## src/rtl/cm_pkg.sv

```systemverilog
// Shared width helpers for the sorted-frame serializer and its frame buffer.
package cm_pkg;

  // Bits needed to hold a count in 0..n inclusive.
  function automatic int unsigned cnt_width(input int unsigned n);
    return $clog2(n + 1);
  endfunction

  // Bits needed to index 0..n-1, never less than one.
  function automatic int unsigned idx_width(input int unsigned n);
    return (n > 1) ? $clog2(n) : 1;
  endfunction

endpackage

```

## src/rtl/cm_sort_ser_fb.sv

```systemverilog
// Register-based frame FIFO; the depth need not be a power of two.
module cm_sort_ser_fb
  import cm_pkg::*;
#(
  parameter int unsigned DEPTH = 2,
  parameter int unsigned EW    = 8,
  parameter int unsigned LW    = cnt_width(DEPTH)
) (
  input  logic          clk,
  input  logic          rst_n,
  input  logic          push,
  input  logic          pop,
  input  logic [EW-1:0] wr_entry,
  output logic [EW-1:0] rd_head,
  output logic [LW-1:0] level,
  output logic          full,
  output logic          empty
);

  localparam int unsigned PW = idx_width(DEPTH);

  logic [EW-1:0] mem_q [DEPTH];
  logic [EW-1:0] mem_d [DEPTH];
  logic [PW-1:0] wr_ptr_q, wr_ptr_d;
  logic [PW-1:0] rd_ptr_q, rd_ptr_d;
  logic [LW-1:0] level_q, level_d;

  function automatic logic [PW-1:0] ptr_inc(input logic [PW-1:0] p);
    return (p == PW'(DEPTH - 1)) ? '0 : p + PW'(1);
  endfunction

  // NOTE: every signal written here gets a default first, so no latch can be inferred.
  always_comb begin
    mem_d    = mem_q;
    wr_ptr_d = wr_ptr_q;
    rd_ptr_d = rd_ptr_q;
    level_d  = level_q;
    if (push) begin
      mem_d[wr_ptr_q] = wr_entry;
      wr_ptr_d        = ptr_inc(wr_ptr_q);
    end
    if (pop) begin
      rd_ptr_d = ptr_inc(rd_ptr_q);
    end
    case ({push, pop})
      2'b10:   level_d = level_q + LW'(1);
      2'b01:   level_d = level_q - LW'(1);
      default: level_d = level_q;
    endcase
  end

  // NOTE: sequential state uses non-blocking assignments only.
  always_ff @(posedge clk) begin
    if (!rst_n) begin
      wr_ptr_q <= '0;
      rd_ptr_q <= '0;
      level_q  <= '0;
    end else begin
      wr_ptr_q <= wr_ptr_d;
      rd_ptr_q <= rd_ptr_d;
      level_q  <= level_d;
    end
    // NOTE: frame storage is deliberately left out of reset; the level gates its use.
    mem_q <= mem_d;
  end

  assign rd_head = mem_q[rd_ptr_q];
  assign level   = level_q;
  assign full    = (level_q == LW'(DEPTH));
  assign empty   = (level_q == '0);

endmodule

```

## src/rtl/cm_sort_ser.sv

```systemverilog
// Buffers sorted frames from the fixed-latency sorter and replays them word by word
// on a valid/ready stream, skipping padding and flagging frames lost to overflow.
module cm_sort_ser
  import cm_pkg::*;
#(
  parameter int unsigned DCNT   = 4,
  parameter int unsigned DWIDTH = 8,
  parameter int unsigned FDEPTH = 2,
  parameter bit          DESC   = 1'b0,
  parameter int unsigned CWIDTH = cnt_width(DCNT)
) (
  input  logic                          i_clk,
  input  logic                          i_rst_n,
  input  logic                          i_vld,
  input  logic [DCNT-1:0][DWIDTH-1:0]   i_data,
  input  logic [CWIDTH-1:0]             i_cnt,
  output logic                          o_vld,
  input  logic                          i_rdy,
  output logic [DWIDTH-1:0]             o_data,
  output logic                          o_last,
  output logic [cnt_width(FDEPTH)-1:0]  o_lvl,
  output logic                          o_ovf
);

  localparam int unsigned IW = idx_width(DCNT);

  typedef struct packed {
    logic [DCNT-1:0][DWIDTH-1:0] data;
    logic [CWIDTH-1:0]           cnt;
  } entry_t;

  entry_t        wr_entry;
  entry_t        head;
  logic          full, empty;
  logic          push_req, push, pop, beat;
  logic [IW-1:0] last_idx, rd_idx;
  logic [IW-1:0] widx_q, widx_d;
  logic          ovf_q, ovf_d;

  always_comb begin
    wr_entry.data = i_data;
    wr_entry.cnt  = (i_cnt > CWIDTH'(DCNT)) ? CWIDTH'(DCNT) : i_cnt;
    push_req      = i_vld && (i_cnt != '0);

    o_vld    = !empty;
    last_idx = IW'(head.cnt - CWIDTH'(1));
    rd_idx   = DESC ? (last_idx - widx_q) : widx_q;
    o_data   = head.data[rd_idx];
    o_last   = o_vld && (widx_q == last_idx);

    beat = o_vld && i_rdy;
    pop  = beat && o_last;
    // A full buffer only accepts a frame when the head leaves in the same cycle.
    push = push_req && (!full || pop);

    widx_d = widx_q;
    if (beat) begin
      widx_d = o_last ? '0 : widx_q + IW'(1);
    end
    ovf_d = ovf_q || (push_req && full && !pop);
  end

  always_ff @(posedge i_clk) begin
    if (!i_rst_n) begin
      widx_q <= '0;
      ovf_q  <= 1'b0;
    end else begin
      widx_q <= widx_d;
      ovf_q  <= ovf_d;
    end
  end

  assign o_ovf = ovf_q;

  cm_sort_ser_fb #(
    .DEPTH (FDEPTH),
    .EW    ($bits(entry_t))
  ) u_fb (
    .clk      (i_clk),
    .rst_n    (i_rst_n),
    .push     (push),
    .pop      (pop),
    .wr_entry (wr_entry),
    .rd_head  (head),
    .level    (o_lvl),
    .full     (full),
    .empty    (empty)
  );

endmodule
```

## config.mk

```make
export PLATFORM = sky130hd
export DESIGN_NAME = cm_sort_ser
export DESIGN_NICKNAME = d
export VERILOG_FILES = /design/src/rtl/cm_pkg.sv /design/src/rtl/cm_sort_ser_fb.sv /design/src/rtl/cm_sort_ser.sv
export SDC_FILE = /design/constraint.sdc
export NUM_CORES = 1
export LEC_CHECK = 0
export ABC_AREA = 1
export BUFFER_PORTS_ARGS = -buffer_cell sky130_fd_sc_hd__buf_2
export CAP_MARGIN = 25
export CORE_UTILIZATION = 30
export DETAILED_ROUTE_END_ITERATION = 6
export PLACE_DENSITY_LB_ADDON = 0.3
export SLEW_MARGIN = 20
export SYNTH_ARGS = -nofsm -noshare
export SYNTH_HDL_FRONTEND = slang
export SYNTH_HIERARCHICAL = 1
export SYNTH_SLANG_ARGS = --single-unit
export TNS_END_PERCENT = 20
```

## constraint.sdc

```tcl
create_clock -name i_clk -period 5.8 [get_ports i_clk]
set_input_delay 0.58 -clock i_clk [delete_from_list [all_inputs] [get_ports i_clk]]
set_output_delay 0.58 -clock i_clk [all_outputs]
set_load 0.01 [all_outputs]
```

==> results of run 1 <==
-- worst register-to-register path: cells and delay by family, from the launching register on --
kind / cells / cell delay [ps]
compound gates: 1 / 170
buf+inv: 4 / 670
flops: 1 / 670
mux: 1 / 340
simple gates: 4 / 660
-- state kept, by name, indices dropped and copies added (netlist names) --
| signal | cells |
|---|---|
| u_fb/wr_ptr_q | 1 |
| o_ovf | 1 |
| u_fb/rd_ptr_q | 1 |
| u_fb/mem_q | 68 |
| rd_idx | 2 |
| u_fb/level | 2 |
-- power by group through the flow --
stage                     clock (µW)  combinational, µW  sequential (µW)
after floorplan                    0                110              652
after global placement             0                148              662
after detailed placement           0                152              661
after CTS                        385                153              648
after global routing             404                169              651
final                            373                153              647
-- per-stage QoR --
step / hold WS [ps] / util, %
floorplan: 467 / -
global placement: 435 / 33.9
detailed placement: 435 / 34.1
CTS: 399 / 35.8
global route: 397 / 36.0
finish: 423 / 36.0
-- path summary, 6_finish.rpt --
path	slack [ps]	cells past startpoint	to	startpoint
worst max-delay path	2970	10	u_fb/mem_q[45]$_DFFE_PP_	u_fb/rd_ptr_q$_SDFFE_PN0P_
worst min-delay path	420	1	u_fb/mem_q[67]$_DFFE_PP_	i_data[29]
worst max register to register	2970	10	u_fb/mem_q[45]$_DFFE_PP_	u_fb/rd_ptr_q$_SDFFE_PN0P_
worst min register to register	440	2	o_ovf$_SDFF_PN0_	o_ovf$_SDFF_PN0_
-- metal layers --
metal,global-route usage (%),vias to the layer above,share of wire (%)
met5,0,-,0
met4,4.21,0,1.3
met3,4.62,8,5.4
met2,16.7,38,48
met1,12.9,903,45
li1,-,917,-
-- cell type report --
type / instances / share of cell area [%]
sequential: 75 / 56.3
multi-input combinational: 124 / 25.1
timing repair buffer: 54 / 7.80
tap: 140 / 4.51
clock buffer: 9 / 3.19
inverter: 17 / 1.64
clock inverter: 6 / 1.48
==> run metrics, run 1 <==
Post-CTS Setup Bufs=0; status=completed; die height=107 µm; CORE AREA=10,800 µm²; Final Instance Area=3880 µm²; final hold violations=0; worst setup margin=2970 ps; Max-Cap Viols=0; initial detailed-routing violation count=42; Clock Power Share=31.8%; WL/cell=13.6 µm; CP delay by family, top=flip-flops; Critical Path End Type=flip-flop; initial antenna violation count=0; Die ar.=11,500 µm²; Worst VDD drop=a little over 0.1 mV; maximum number of pins on one net before global-route repair=35; worst path cell trace=buf_12 > mux2_4 > inv_1 > nand2_2 > nand3_2 > nand4_4 > a21oi_2 > inv_1 > nor2_4 > buf_12; post-DP HPWL=between 3000 and 4000 µm; WS Path Type=flip-flop to flip-flop; IO buf count=51; data arrival time of the worst path=approximately 2900 ps; grt total ovfl=0; register area=2180 µm²; sw frac=23.9%; Combinational Power Share=around an eighth; Mapped Cells=224; Worst Skew=approximately 11 ps; Clock Pin Slew Worst Setup and Hold Paths=approximately 80 ps; hold buffer count at cts=0; PwrDens=302 nW/µm²; slew margin rel.=48.5%; number of global-route vias before repair=roughly 1.8k; Pint=892 µW; gr usage total=10.7%; Final nets=approximately 320; IO Pins=52; Worst Tran Pin Value=772 ps; Starting Density=a little under a third; diode count=0; final slew viol count=0; CP max-delay cell=dfxtp_2; Post-DRT Antenna Nets=0; vias per cell=about 4.4; DP Area=roughly 3700 µm²; P_sw=280 µW; crit path time final=2830 ps; crit path max fanout=24; Sink Count=75; syn_nets=264; Vias=1,866; Post-Route WL=5770 µm; final worst path period share=48.9%; most frequent cells in the layout=edfxtp_1 (68), buf_2 (51), nor2_1 (29), mux2_4 (27), o21ai_0 (16); most common cell after layout, fill and taps aside=edfxtp_1; CP max stage delay=670 ps; share of layout cells above drive strength 1=41.8%; TritonRoute pass-1 iters=4; area grow syn2layout=16.9%; Buffers & Inverters on Critical Path=4; row count=38; DRC=0; fmax=353 MHz; Die Wd=107 µm; Fillers=between 1k and 1.5k; syn avg cell area=14.8 µm²; DP Cell Count=409; H-tree level count=3; CTS Buffer Depth=2; gp weighted congestion=0.636; Hold/Removal Path Class=input port to flip-flop; CP startpoint kind=flip-flop; global-route wire length before repair=approximately 9000 µm; WP data required=5850 ps; CTS tree=built; Sequential Power Share=55.2%; synthesis warning total=6; Pleak=0.00149 µW; Root Driver=clkbuf_8; Pwr Total=approximately 1200 µW; Netlist Area Pre-Place=3320 µm²; area of the multi-input gates=975 µm²; worst skew pair latency=340 ps; Total Neg Setup Slack=0 ps; Setup WS pre-CTS=2600 ps; fin cells=roughly 430; CTS resizes=0; RSZ-0062 raised after global routing=false; Setup-failing EPs final=0; TritonCTS buffer count=9
Note: power is estimated with default switching activity, not from simulation.
==> run 2: changes to the inputs <==
--- a/config.mk
+++ b/config.mk
@@ -5,7 +5,7 @@
 export SDC_FILE = /design/constraint.sdc
 export NUM_CORES = 1
 export LEC_CHECK = 0
-export ABC_AREA = 1
+export ABC_AREA = 0
 export BUFFER_PORTS_ARGS = -buffer_cell sky130_fd_sc_hd__buf_2
 export CAP_MARGIN = 25
 export CORE_UTILIZATION = 30
==> constraint.sdc (replaced) <==
create_clock -name i_clk -period 2.3 [get_ports i_clk]
set_input_delay 0.23 -clock i_clk [delete_from_list [all_inputs] [get_ports i_clk]]
set_output_delay 0.23 -clock i_clk [all_outputs]
set_load 0.01 [all_outputs]
==> run metrics, run 2 <==
status=completed; Fillers=936 (-9.9%); Clock Pin Slew Worst Setup and Hold Paths=80 ps (about the same); P_sw=747 µW (+170%); synthesis warning total=6 (unchanged); worst path cell trace=mux2_4 > xnor2_4 > mux2_4 > o21ba_4 > inv_4 > ha_4 > or3_4 > a21boi_2; slew margin rel.=67.8% (+19 points); grt total ovfl=0 (unchanged); crit path time final=2230 ps (-608 ps); Sink Count=75 (unchanged); Die Wd=103 µm (-3.5%); CP max stage delay=370 ps (-300 ps); area grow syn2layout=25.1%; Die ar.=10,700 µm² (-6.9%); Netlist Area Pre-Place=3090 µm² (-7.0%); data arrival time of the worst path=2500 ps (-380 ps); Setup-failing EPs final=0 (unchanged); gr usage total=11.8% (+1.1 points); Pwr Total=3240 µW (+180%); final worst path period share=96.8% (+48 points); row count=36 (-5.3%); WP data required=2580 ps (-3270 ps); IO Pins=52 (unchanged); final slew viol count=0 (unchanged); Root Driver=clkbuf_8; crit path max fanout=4 (-83%); initial detailed-routing violation count=47 (+12%); fmax=449 MHz (+27%); Mapped Cells=165 (-26%); syn_nets=205 (-22%); Hold/Removal Path Class=input port to flip-flop; most common cell after layout, fill and taps aside=edfxtp_1; Buffers & Inverters on Critical Path=1 (-3); cell repeated most along the worst path=mux2_4; Combinational Power Share=16.5% (+3.5 points); fin cells=370 (-13%); Largest Register=u_fb/mem_q; sw frac=23.0% (-0.85 points); Critical Path End Type=flip-flop; maximum number of pins on one net before global-route repair=35 (unchanged); Fin Hold WS=71.7 ps (-352 ps); vias per cell=4.43 (+0.89%); diode count=0 (unchanged); TritonRoute pass-1 iters=4 (unchanged); share of layout cells above drive strength 1=55.3% (+14 points); Clock Power Share=33.1% (+1.3 points); Final nets=272 (-15%); Post-Route WL=5690 µm (-1.4%); PwrDens=840 nW/µm² (+180%); worst skew pair latency=340 ps (about the same); gp weighted congestion=0.699 (+10%); Worst VDD drop=0.260 mV (+150%); Sequential Power Share=50.5% (-4.7 points); Vias=1,639 (-12%); Final Instance Area=3860 µm² (-0.55%); CP delay by family, top=multiplexers; hold buffer count at cts=0 (unchanged); die height=103 µm (-3.5%); TritonCTS buffer count=9 (unchanged); IO buf count=51 (unchanged); area of the multi-input gates=907 µm² (-6.9%); global-route wire length before repair=8780 µm (-1.4%); Pleak=0.00137 µW (-8.0%); DP Cell Count=354 (-13%); WL/cell=15.4 µm (+13%); final hold violations=0 (unchanged); most frequent cells in the layout=edfxtp_1 (68), buf_2 (51), mux2_2 (32), clkbuf_8 (9), buf_4 (9); Max-Cap Viols=0 (unchanged); H-tree level count=3 (unchanged); register area=2190 µm² (+0.11%); initial antenna violation count=0 (unchanged); max FFs per register=68 (unchanged); CP startpoint kind=flip-flop; CTS Buffer Depth=2 (unchanged); syn avg cell area=18.7 µm² (+26%); Pint=2500 µW (+180%); WS Path Type=flip-flop to flip-flop; Worst Skew=7.12 ps (-3.88 ps); CP max-delay cell=dfxtp_4; RSZ-0062 raised after global routing=true; DP Area=3640 µm² (-1.2%); CTS tree=built; DRC=0 (unchanged); Starting Density=31.3% (+0.52 points); number of global-route vias before repair=1,726 (-4.4%); post-DP HPWL=3820 µm (-0.68%); Post-DRT Antenna Nets=0 (unchanged); Worst Tran Pin Value=479 ps (-292 ps); Total Neg Setup Slack=0 ps (unchanged); CORE AREA=9860 µm² (-8.6%)
-- run 2: final timing paths --
kind / startpoint / to / slack [ps] / cells past startpoint
max: u_fb/rd_ptr_q$_SDFFE_PN0P_ / u_fb/level[1]$_SDFFE_PN0P_ / 70 / 8
min: i_data[4] / u_fb/mem_q[7]$_DFFE_PP_ / 70 / 1
max reg2reg: u_fb/rd_ptr_q$_SDFFE_PN0P_ / u_fb/level[1]$_SDFFE_PN0P_ / 70 / 8
min reg2reg: o_ovf$_SDFF_PN0_ / o_ovf$_SDFF_PN0_ / 480 / 2
-- run 2: repair_timing --
action / 4_1_cts / 5_1_grt
endpoints found under the setup margin: 0 / 6
resized for setup: 0 / 4
setup buffers: 0 / 0
-- run 2: metrics by stage --
step | utilization [%] | setup slack (ps)
3_5_place_dp | 36.9 | 54.0
6_report | 39.1 | 74.1
5_1_grt | 39.1 | -1.01
4_1_cts | 39.0 | 17.4
3_3_place_gp | 36.9 | 74.9
2_1_floorplan | - | -162
-- run 2: metal layers --
metal | global-route usage, % | share of wire [%]
met1 | 13.7 | 42
met2 | 19.8 | 52
met3 | 2.76 | 4.3
met4 | 7.48 | 2.7
met5 | 0 | 0
-- run 2: layout make-up --
cell class | instances | area share, %
flip-flops and latches | 75 | 56.6
well taps | 133 | 4.31
repair buffers | 63 | 9.69
clock inverters | 5 | 2.01
multi-input cells | 79 | 23.5
inverters | 4 | 0.454
clock buffers | 11 | 3.40
-- run 2: power groups by stage --
stage,Sequential [µW],Combinational (µW),Clock (µW)
after detailed placement,1670,540,0
after CTS,1640,542,1110
final,1640,535,1070
after global routing,1650,587,1160
after global placement,1660,534,0
after floorplan,1670,339,0
